`src/rtl/rtc_bus_pkg.sv`:
```
// Shared op codes, FSM state encoding and default bus timing for the RTC bus sequencer.
package rtc_bus_pkg;

  localparam logic [1:0] OP_WRITE     = 2'b00;
  localparam logic [1:0] OP_READ      = 2'b01;
  localparam logic [1:0] OP_ADDR_ONLY = 2'b10;

  localparam logic [3:0] S_IDLE    = 4'd0;
  localparam logic [3:0] S_A_SETUP = 4'd1;
  localparam logic [3:0] S_A_PULSE = 4'd2;
  localparam logic [3:0] S_A_HOLD  = 4'd3;
  localparam logic [3:0] S_GAP     = 4'd4;
  localparam logic [3:0] S_D_SETUP = 4'd5;
  localparam logic [3:0] S_D_PULSE = 4'd6;
  localparam logic [3:0] S_D_HOLD  = 4'd7;
  localparam logic [3:0] S_DONE    = 4'd8;

  localparam int DEF_DATA_W  = 8;
  localparam int DEF_T_SETUP = 1;
  localparam int DEF_T_PULSE = 6;
  localparam int DEF_T_HOLD  = 2;
  localparam int DEF_T_GAP   = 2;
  localparam int DEF_CNT_W   = 4;

  // Op code 11 is deliberately folded into WRITE.
  function automatic logic is_read_op(input logic [1:0] op);
    return op == OP_READ;
  endfunction

endpackage

```
`src/rtl/bus_phase_timer.sv`:
```
// Loadable phase down-counter; last is high during the final cycle of a phase.
module bus_phase_timer #(
  parameter int CNT_W = 4
) (
  input  logic             clkAD,
  input  logic             resetAD,
  input  logic             load,
  input  logic [CNT_W-1:0] load_val,
  output logic             last
);

  logic [CNT_W-1:0] cnt_q, cnt_d;

  always_comb begin
    cnt_d = cnt_q;
    if (load) begin
      cnt_d = load_val;
    end else if (cnt_q != '0) begin
      cnt_d = cnt_q - 1'b1;
    end
  end

  always_ff @(posedge clkAD or posedge resetAD) begin
    if (resetAD) cnt_q <= '0;
    else         cnt_q <= cnt_d;
  end

  assign last = (cnt_q == '0);

endmodule

```
`src/rtl/rtc_bus_sequencer.sv`:
```
// Address-then-data bus cycle sequencer for the multiplexed RTC bus, with
// programmable setup/strobe/hold/gap widths and a start/busy/done handshake.
//
// state     | meaning
// IDLE      | bus idle, waiting for start
// A_SETUP   | address driven, CS low, before WR strobe
// A_PULSE   | address strobe (WR low)
// A_HOLD    | address held after strobe
// GAP       | CS high between address and data phases
// D_SETUP   | data phase, CS low, before strobe
// D_PULSE   | WR or RD strobe low; read data captured on exit
// D_HOLD    | data phase hold after strobe
// DONE      | one-cycle completion pulse, bus idle
module rtc_bus_sequencer
  import rtc_bus_pkg::*;
#(
  parameter int DATA_W  = DEF_DATA_W,
  parameter int T_SETUP = DEF_T_SETUP,
  parameter int T_PULSE = DEF_T_PULSE,
  parameter int T_HOLD  = DEF_T_HOLD,
  parameter int T_GAP   = DEF_T_GAP,
  parameter int CNT_W   = DEF_CNT_W
) (
  input  logic              clkAD,
  input  logic              resetAD,
  input  logic              start,
  input  logic [1:0]        op,
  input  logic [DATA_W-1:0] addr,
  input  logic [DATA_W-1:0] wdata,
  output logic              busy,
  output logic              done,
  output logic [DATA_W-1:0] rdata,
  input  logic [DATA_W-1:0] bus_in,
  output logic [DATA_W-1:0] bus_out,
  output logic              CS,
  output logic              RD,
  output logic              WR,
  output logic              AD,
  output logic              DIR
);

  logic [3:0]        state_q, state_d;
  logic [1:0]        op_q, op_d;
  logic [DATA_W-1:0] addr_q, addr_d, wdata_q, wdata_d, rdata_q, rdata_d, bus_out_q, bus_out_d;
  logic              busy_q, busy_d, done_q, done_d;
  logic              cs_q, cs_d, rd_q, rd_d, wr_q, wr_d, ad_q, ad_d, dir_q, dir_d;
  logic              tmr_load, tmr_last;
  logic [CNT_W-1:0]  tmr_val;

  function automatic logic [CNT_W-1:0] phase_len(input logic [3:0] s);
    case (s)
      S_A_SETUP, S_D_SETUP: return CNT_W'(T_SETUP - 1);
      S_A_PULSE, S_D_PULSE: return CNT_W'(T_PULSE - 1);
      S_A_HOLD,  S_D_HOLD:  return CNT_W'(T_HOLD - 1);
      S_GAP:                return CNT_W'(T_GAP - 1);
      default:              return '0;
    endcase
  endfunction

  bus_phase_timer #(.CNT_W(CNT_W)) u_timer (
    .clkAD    (clkAD),
    .resetAD  (resetAD),
    .load     (tmr_load),
    .load_val (tmr_val),
    .last     (tmr_last)
  );

  always_comb begin
    state_d = state_q;
    op_d    = op_q;
    addr_d  = addr_q;
    wdata_d = wdata_q;
    rdata_d = rdata_q;
    case (state_q)
      S_IDLE: if (start) begin
        state_d = S_A_SETUP;
        op_d    = op;
        addr_d  = addr;
        wdata_d = wdata;
      end
      S_A_SETUP: if (tmr_last) state_d = S_A_PULSE;
      S_A_PULSE: if (tmr_last) state_d = S_A_HOLD;
      S_A_HOLD:  if (tmr_last) state_d = (op_q == OP_ADDR_ONLY) ? S_DONE : S_GAP;
      S_GAP:     if (tmr_last) state_d = S_D_SETUP;
      S_D_SETUP: if (tmr_last) state_d = S_D_PULSE;
      S_D_PULSE: if (tmr_last) begin
        state_d = S_D_HOLD;
        if (is_read_op(op_q)) rdata_d = bus_in;
      end
      S_D_HOLD:  if (tmr_last) state_d = S_DONE;
      default:   state_d = S_IDLE;
    endcase
    tmr_load = (state_d != state_q);
    tmr_val  = phase_len(state_d);
  end

  // Bus pins decode the next state so they switch on the same edge as the FSM.
  always_comb begin
    cs_d      = 1'b1;
    rd_d      = 1'b1;
    wr_d      = 1'b1;
    ad_d      = 1'b1;
    dir_d     = 1'b0;
    bus_out_d = '0;
    busy_d    = (state_d != S_IDLE);
    done_d    = (state_d == S_DONE);
    case (state_d)
      S_A_SETUP, S_A_PULSE, S_A_HOLD: begin
        cs_d      = 1'b0;
        ad_d      = 1'b0;
        dir_d     = 1'b1;
        bus_out_d = addr_d;
        wr_d      = (state_d != S_A_PULSE);
      end
      S_D_SETUP, S_D_PULSE, S_D_HOLD: begin
        cs_d = 1'b0;
        if (is_read_op(op_d)) begin
          rd_d = (state_d != S_D_PULSE);
        end else begin
          dir_d     = 1'b1;
          bus_out_d = wdata_d;
          wr_d      = (state_d != S_D_PULSE);
        end
      end
      default: ;
    endcase
  end

  always_ff @(posedge clkAD or posedge resetAD) begin
    if (resetAD) begin
      state_q   <= S_IDLE;
      op_q      <= OP_WRITE;
      addr_q    <= '0;
      wdata_q   <= '0;
      rdata_q   <= '0;
      bus_out_q <= '0;
      busy_q    <= 1'b0;
      done_q    <= 1'b0;
      cs_q      <= 1'b1;
      rd_q      <= 1'b1;
      wr_q      <= 1'b1;
      ad_q      <= 1'b1;
      dir_q     <= 1'b0;
    end else begin
      state_q   <= state_d;
      op_q      <= op_d;
      addr_q    <= addr_d;
      wdata_q   <= wdata_d;
      rdata_q   <= rdata_d;
      bus_out_q <= bus_out_d;
      busy_q    <= busy_d;
      done_q    <= done_d;
      cs_q      <= cs_d;
      rd_q      <= rd_d;
      wr_q      <= wr_d;
      ad_q      <= ad_d;
      dir_q     <= dir_d;
    end
  end

  assign busy    = busy_q;
  assign done    = done_q;
  assign rdata   = rdata_q;
  assign bus_out = bus_out_q;
  assign CS      = cs_q;
  assign RD      = rd_q;
  assign WR      = wr_q;
  assign AD      = ad_q;
  assign DIR     = dir_q;

endmodule
```
`config.mk`:
```
export PLATFORM = sky130hd
export DESIGN_NAME = rtc_bus_sequencer
export DESIGN_NICKNAME = d
export VERILOG_FILES = /design/src/rtl/rtc_bus_pkg.sv /design/src/rtl/bus_phase_timer.sv /design/src/rtl/rtc_bus_sequencer.sv
export SDC_FILE = /design/constraint.sdc
export NUM_CORES = 1
export LEC_CHECK = 0
export BUFFER_PORTS_ARGS = -buffer_cell sky130_fd_sc_hd__buf_2
export CAP_MARGIN = 15
export CORE_ASPECT_RATIO = 0.8
export CORE_MARGIN = 3
export CORE_UTILIZATION = 41
export DETAILED_ROUTE_END_ITERATION = 7
export PLACE_DENSITY = 0.76
export SLEW_MARGIN = 10
export SYNTH_ARGS = -nofsm -noshare
export SYNTH_HDL_FRONTEND = slang
export SYNTH_SLANG_ARGS = --single-unit
```
`constraint.sdc`:
```
create_clock -name clkAD -period 6.2 [get_ports clkAD]
set_input_delay 0.31 -clock clkAD [delete_from_list [all_inputs] [get_ports clkAD]]
set_output_delay 0.31 -clock clkAD [all_outputs]
set_load 0.02 [all_outputs]
```
Word level (Yosys, flattened, before mapping). Index checks and enable logic that the tools add are counted.

Output and inout bits: 23. Memories kept: 0. Input port bits: 29. Register bits after elaboration: 49. RAM bits: 0. Bits in latches: 0. ROM bits: 0.

Bitwise gates (word level): 0. Reductions and logical operators: 11. Magnitude comparators: 0. Divide/modulo/power cells: 0. Multiplexer cells: 29. Eq/ne operators: 21. Shift-type cells: 0. Multipliers: 0. Add/subtract/negate cells: 1.

Operator list (count): $mux W4 (11); $mux W8 (5); $eq A4 B3 Y1 const B (8); $pmux W4 S8 (1); $eq A4 B2 Y1 const B (4); $pmux W8 S2 (1); $reduce_or A3 Y1 (3); $eq A4 B1 Y1 const B (2); $logic_not A4 Y1 (2); $reduce_bool A4 Y1 (2); $mux W1 (6); $pmux W3 S2 (1); $reduce_or A6 Y1 (1); $eq A2 B1 Y1 const B (2); $eq A4 B4 Y1 const B (1); $mux W2 (2); $ne A4 B2 Y1 const B (1); $ne A4 B3 Y1 const B (1); $ne A4 B4 Y1 (1); $pmux W1 S2 (2); $sub A4 B1 Y4 const B (1); $reduce_and A3 Y1 (1); $eq A2 B2 Y1 const B (1); $reduce_bool A2 Y1 (1); $reduce_or A2 Y1 (1).

Longest topological paths before layout.
Word-level depth: 8. Depth in mapped cells: 8.

Modules after synthesis. A second synthesis with hierarchy kept.

Cell total of the unflattened synthesis: 159. Area total of the unflattened synthesis: 2129.5 µm².

By module, submodules not included: rtc_bus_sequencer (area an instance 1893.1 µm², cells an instance 136, times used 1, sequential area each 1131.1 µm²); bus_phase_timer (area an instance 236.5 µm², cells an instance 23, times used 1, sequential area each 100.1 µm²).

Worst setup path after synthesis. No wires, ideal clock.

Kind: register to register. Start: register u_timer.cnt_q[0]. End: register bus_out_q[7] (netlist: bus_out[7]). Arrival time: 1.865 ns. Setup time: 0.082 ns. Period minus slack after synthesis: 1.947 ns. Cell stages (with the launch flop): 9. Path buffers: 2. Slack: 4.253 ns. Cells stage by stage: dfrtp_1 -> inv_1 -> ha_1 -> or3b_2 -> buf_2 -> a221oi_1 -> and3_1 -> buf_6 -> o2bb2ai_1.

Word-level cells in the longest chain between the ends: 6.

Ends and longest elaborated chain: from (decl) (line bus_phase_timer.sv:12) `logic [CNT_W-1:0] cnt_q, cnt_d;`; from (signal assigned) (line bus_phase_timer.sv:25) `else cnt_q <= cnt_d;`; $logic_not A4 Y1 * (line bus_phase_timer.sv:28) `assign last = (cnt_q == '0);`; $mux W4 (tied with other cells) (line rtc_bus_sequencer.sv:90) `S_D_HOLD: if (tmr_last) state_d = S_DONE;`; $pmux W4 S8 * (line rtc_bus_sequencer.sv:74) `case (state_q)`; $eq A4 B3 Y1 (tied with other cells) (line rtc_bus_sequencer.sv:107) `case (state_d)`; $reduce_or A3 Y1 (line rtc_bus_sequencer.sv:107); $pmux W8 S2 * (line rtc_bus_sequencer.sv:107); net bus_out_d[7] (line rtc_bus_sequencer.sv:44) `logic [DATA_W-1:0] addr_q, addr_d, wdata_q, wdata_d, rdata_q, rdata_d, bus_out_q, bus_out_d;`; to (signal assigned) (line rtc_bus_sequencer.sv:150) `bus_out_q <= bus_out_d;`; to (decl) (line rtc_bus_sequencer.sv:44).

The timed path passes the listed nets; every way through them passes the cells marked *. A chain may end at the register's enable or synchronous reset.

Final worst setup path.
Start: register state_q[1]. End: register bus_out_q[2] (netlist: bus_out[2]).

RTL lines: from (decl) (line rtc_bus_sequencer.sv:42) `logic [3:0] state_q, state_d;`; from (signal assigned) (line rtc_bus_sequencer.sv:145) `state_q <= state_d;`; $logic_not A4 Y1 (line rtc_bus_sequencer.sv:74); $mux W8 (line rtc_bus_sequencer.sv:74); net wdata_d[2] (line rtc_bus_sequencer.sv:44); $mux W8 (line rtc_bus_sequencer.sv:117) `if (is_read_op(op_d)) begin`; $pmux W8 S2 (line rtc_bus_sequencer.sv:107); net bus_out_d[2] (line rtc_bus_sequencer.sv:44).

The timed path passes the listed nets, and every way through them passes these cells.

==> impl_results.md <==
* Total track usage at 13.64%
* Period minus WS final at 2.325 ns
* Top delay family on crit path: simple AND/OR/NAND/NOR gates
* Worst path bufs/invs at 0
* Synthesized cell area at ~0.0021 sq mm
* Largest net degree at the start of global routing at 50
* Routed vias/inst at ~5.3
* Top cells by area, synth: dfrtp_1 54%, mux2_2 9.1%, dfstp_2 5.0%
* Buffers on Ports at just over 50
* Main synth FF type: dfrtp_1
* Slowest cell delay on critical path at roughly 0.73 ns
* DRT Wirelength at around 4.0 mm
* Post-synth top area cell: dfrtp_1
* Asr flop ratio synth at between 90% and 100%
* Clock transition at the registers of the reported paths at about 0.09 ns
* CTS resizes at 0
* Worst-Margin Slew at ~1 ns
* Vias in the first global route at between 1000 and 1500
* Crit. End Element: flop
* Syn Inst Count at approximately 180
* Switching share of power at just under 40%
* Root Buffer: clkbuf_8
* Seq cells post-synth at 49
* Startpoint types: flop
* FMAX at between 400 and 500 MHz
* Max VDD drop at between 0.2 and 0.25 mV
* Max FO, Critical Path at 19
* Post-CTS Hold Fix Bufs at 0
* Grt total ovfl at 0
* Skew-Pair Late Insertion Delay at approximately 0.30 ns
* Fill cells at between 400 and 500
* Reg-to-Reg End: bus_out[2]
* Psw at 0.0004720 W
* Status: complete, no violations
* Vias at about 1500
* Drt first-iter violations at around 80
* Worst reg-to-reg setup slack at ~3.9 ns
* Clock power share at 15.5%
* ANT cells at 0
* Cell variety after synth at 39
* DR top layer: met4
* Initial antenna violation count at 0
* TritonCTS Buffers at 5
* Row count at 22
* First-pass detailed-route iteration total at 5
* Synth top area share at a little over half
* WS Path Type: reg2reg
* Pwr Density at about 490 mW/mm^2
* Total power at about 0.0012 W
* Leakage at about 1.2 nW
* Setup TNS at 0 ns
* Die Y at about 70 um
* Final worst-path cycle share at 37.51%
* Required time worst endpoint at 6.39 ns
* Hold Slack at between 0.2 and 0.25 ns
* Max-slew violations at 0
* Worst path cell trace: nor2_1 -> nand3_1 -> mux2_2 -> o2bb2ai_1
* Met1 WL at about 1.9 mm
* CP max-delay cell: nand3_1
* Post-CTS setup repair buffer count at 0
* Layout Nets at 259
* Post-synthesis net count at 208
* Yosys warning count at 0
* Cell Int Power at about 0.00074 W
* Seq pwr share at 43.9%
* Met2 routed WL at about 1.7 mm
* Crit path DAT at 2.51 ns
* Die W at roughly 86 um
* Final Hold Fails at 0
* First-pass GRT wire length at around 6.5 mm
* Final setup viols at 0
* RSZ-0062 raised after global routing: false
* Post-synth EDFFs at 0
* DR DRC count at 0
* Met3 routed WL at roughly 370 um
* Io pins at between 50 and 60
* Worst min-delay path class: in2async
* Slew HR at between 30% and 40%
* DRT antenna net count at 0
* Final core occ at a little over half
* CTS H-tree depth at 2
* Max-Cap Viols at 0
* Max Clock Skew at about 0.013 ns
* Post-synthesis sequential area ratio at about three fifths
* Core ar. at 0.004762 sq mm
* FF-to-FF path depth at 4
* Share of cells above drive strength 1 at between 30% and 40%
* Routed len/inst at 13.86 um
* Area grow syn2layout at 18.38%
* Combinational group share of total power at about two fifths
* GP Congestion at approximately 0.88
* Detailed placement HPWL at 2.775 mm
* Mapped Avg Cell Area at 11.78 sq um
* Clk buf depth at 2
* Initial Util at between 40% and 50%
* # clock sinks at between 40 and 50
* Full die area at between 0.006 and 0.007 sq mm
* R2R Path Start: state_q[1]
* CTS tree: built
-- registers in the layout, indices dropped and copies added, names as in the netlist --
signal / count
AD: 1
CS: 1
DIR: 1
RD: 1
WR: 1
addr_q: 8
bus_out: 8
busy: 1
done: 1
op_q: 2
rdata: 8
state_q: 4
u_timer.cnt_q: 4
wdata_q: 8
-- kinds of logic after synthesis --
group	count (synthesis)	share of synthesized area (%)
AOI/OAI and AO/OA	34	11.87
adders and majority gates	1	0.5966
buffers and inverters	25	5.072
DFF	49	58.71
muxes	25	12.95
and+or+nand+nor	44	10.80
-- synthesized netlist by cell type, drive strengths merged (2+ instances only) --
library cell,instances
a21oi,5
dfstp,4
inv,17
mux2i,8
nand2,9
or3,3
clkbuf,3
o2bb2ai,8
dfrtp,45
nor3,7
a211oi,3
buf,5
o21ai,5
nor3b,2
or4,2
mux2,17
nand3,3
nor2,12
-- layer usage --
metal | track usage, % | up-vias
met5 | 0 | -
met4 | 5.624 | 0
met3 | 5.071 | 7
met2 | 19.42 | 59
met1 | 18.61 | 739
li1 | - | 727
-- cells in the final DEF (no fill, tap or decap), types with 2 or more instances in the layout --
cell       instances
buf_2             51
dfrtp_1           45
mux2_2            17
inv_1             16
nor2_1            12
nand2_1            9
mux2i_1            8
o2bb2ai_1          8
nor3_1             7
o21ai_0            5
a21oi_1            5
clkbuf_8           5
dfstp_2            4
nand3_1            3
a211oi_1           3
or3_1              3
nor3b_1            2
or4_1              2
-- how the worst max path moves through the flow --
stage	start	to	slack [ns]	cells after the start
final	state_q[1]	bus_out[2]	3.87	4
after global routing	state_q[1]	bus_out[0]	3.63	4
after CTS	state_q[1]	bus_out[2]	3.86	4
after detailed placement	state_q[1]	bus_out[7]	3.87	4
after global placement	state_q[1]	bus_out[0]	3.96	4
after floorplan	u_timer.cnt_q[0]	bus_out[7]	4.25	8
-- worst register-to-register path, delay by kind of cell, from the launching register on --
family	cells	cell delay [ns]
and+or+nand+nor	2	0.99
DFF	1	0.52
muxes	1	0.57
AOI/OAI and AO/OA	1	0.13
-- area by class of cell --
class                           instances  area (sq um)  area share, %
Clock inverter                          3         21.27         0.8569
Inverter                               17         63.81          2.571
Tap cell                               60         75.07          3.024
Sequential cell                        49          1231          49.60
Multi-Input combinational cell        104         759.5          30.59
Clock buffer                            5         68.82          2.772
Timing Repair Buffer                   52         262.8          10.58
-- power groups by stage --
stage          Combinational (W)  Clock [W]  Sequential, W
4_1_cts                 0.000495   0.000193       0.000532
5_1_grt                 0.000549   0.000206       0.000550
6_report                0.000492   0.000188       0.000532
3_3_place_gp            0.000479          0       0.000534
2_1_floorplan           0.000328          0       0.000569
3_5_place_dp            0.000491          0       0.000536
-- through the flow --
stage          cell area (sq um)  instances  setup slack, ns
4_1_cts                     2482        290            3.860
2_1_floorplan               2097        178            4.253
3_5_place_dp                2392        282            3.865
3_3_place_gp                2392        282            3.957
6_report                    2482        290            3.875
5_1_grt                     2482        290            3.632
No activity file was read; power rests on OpenSTA's default activity.
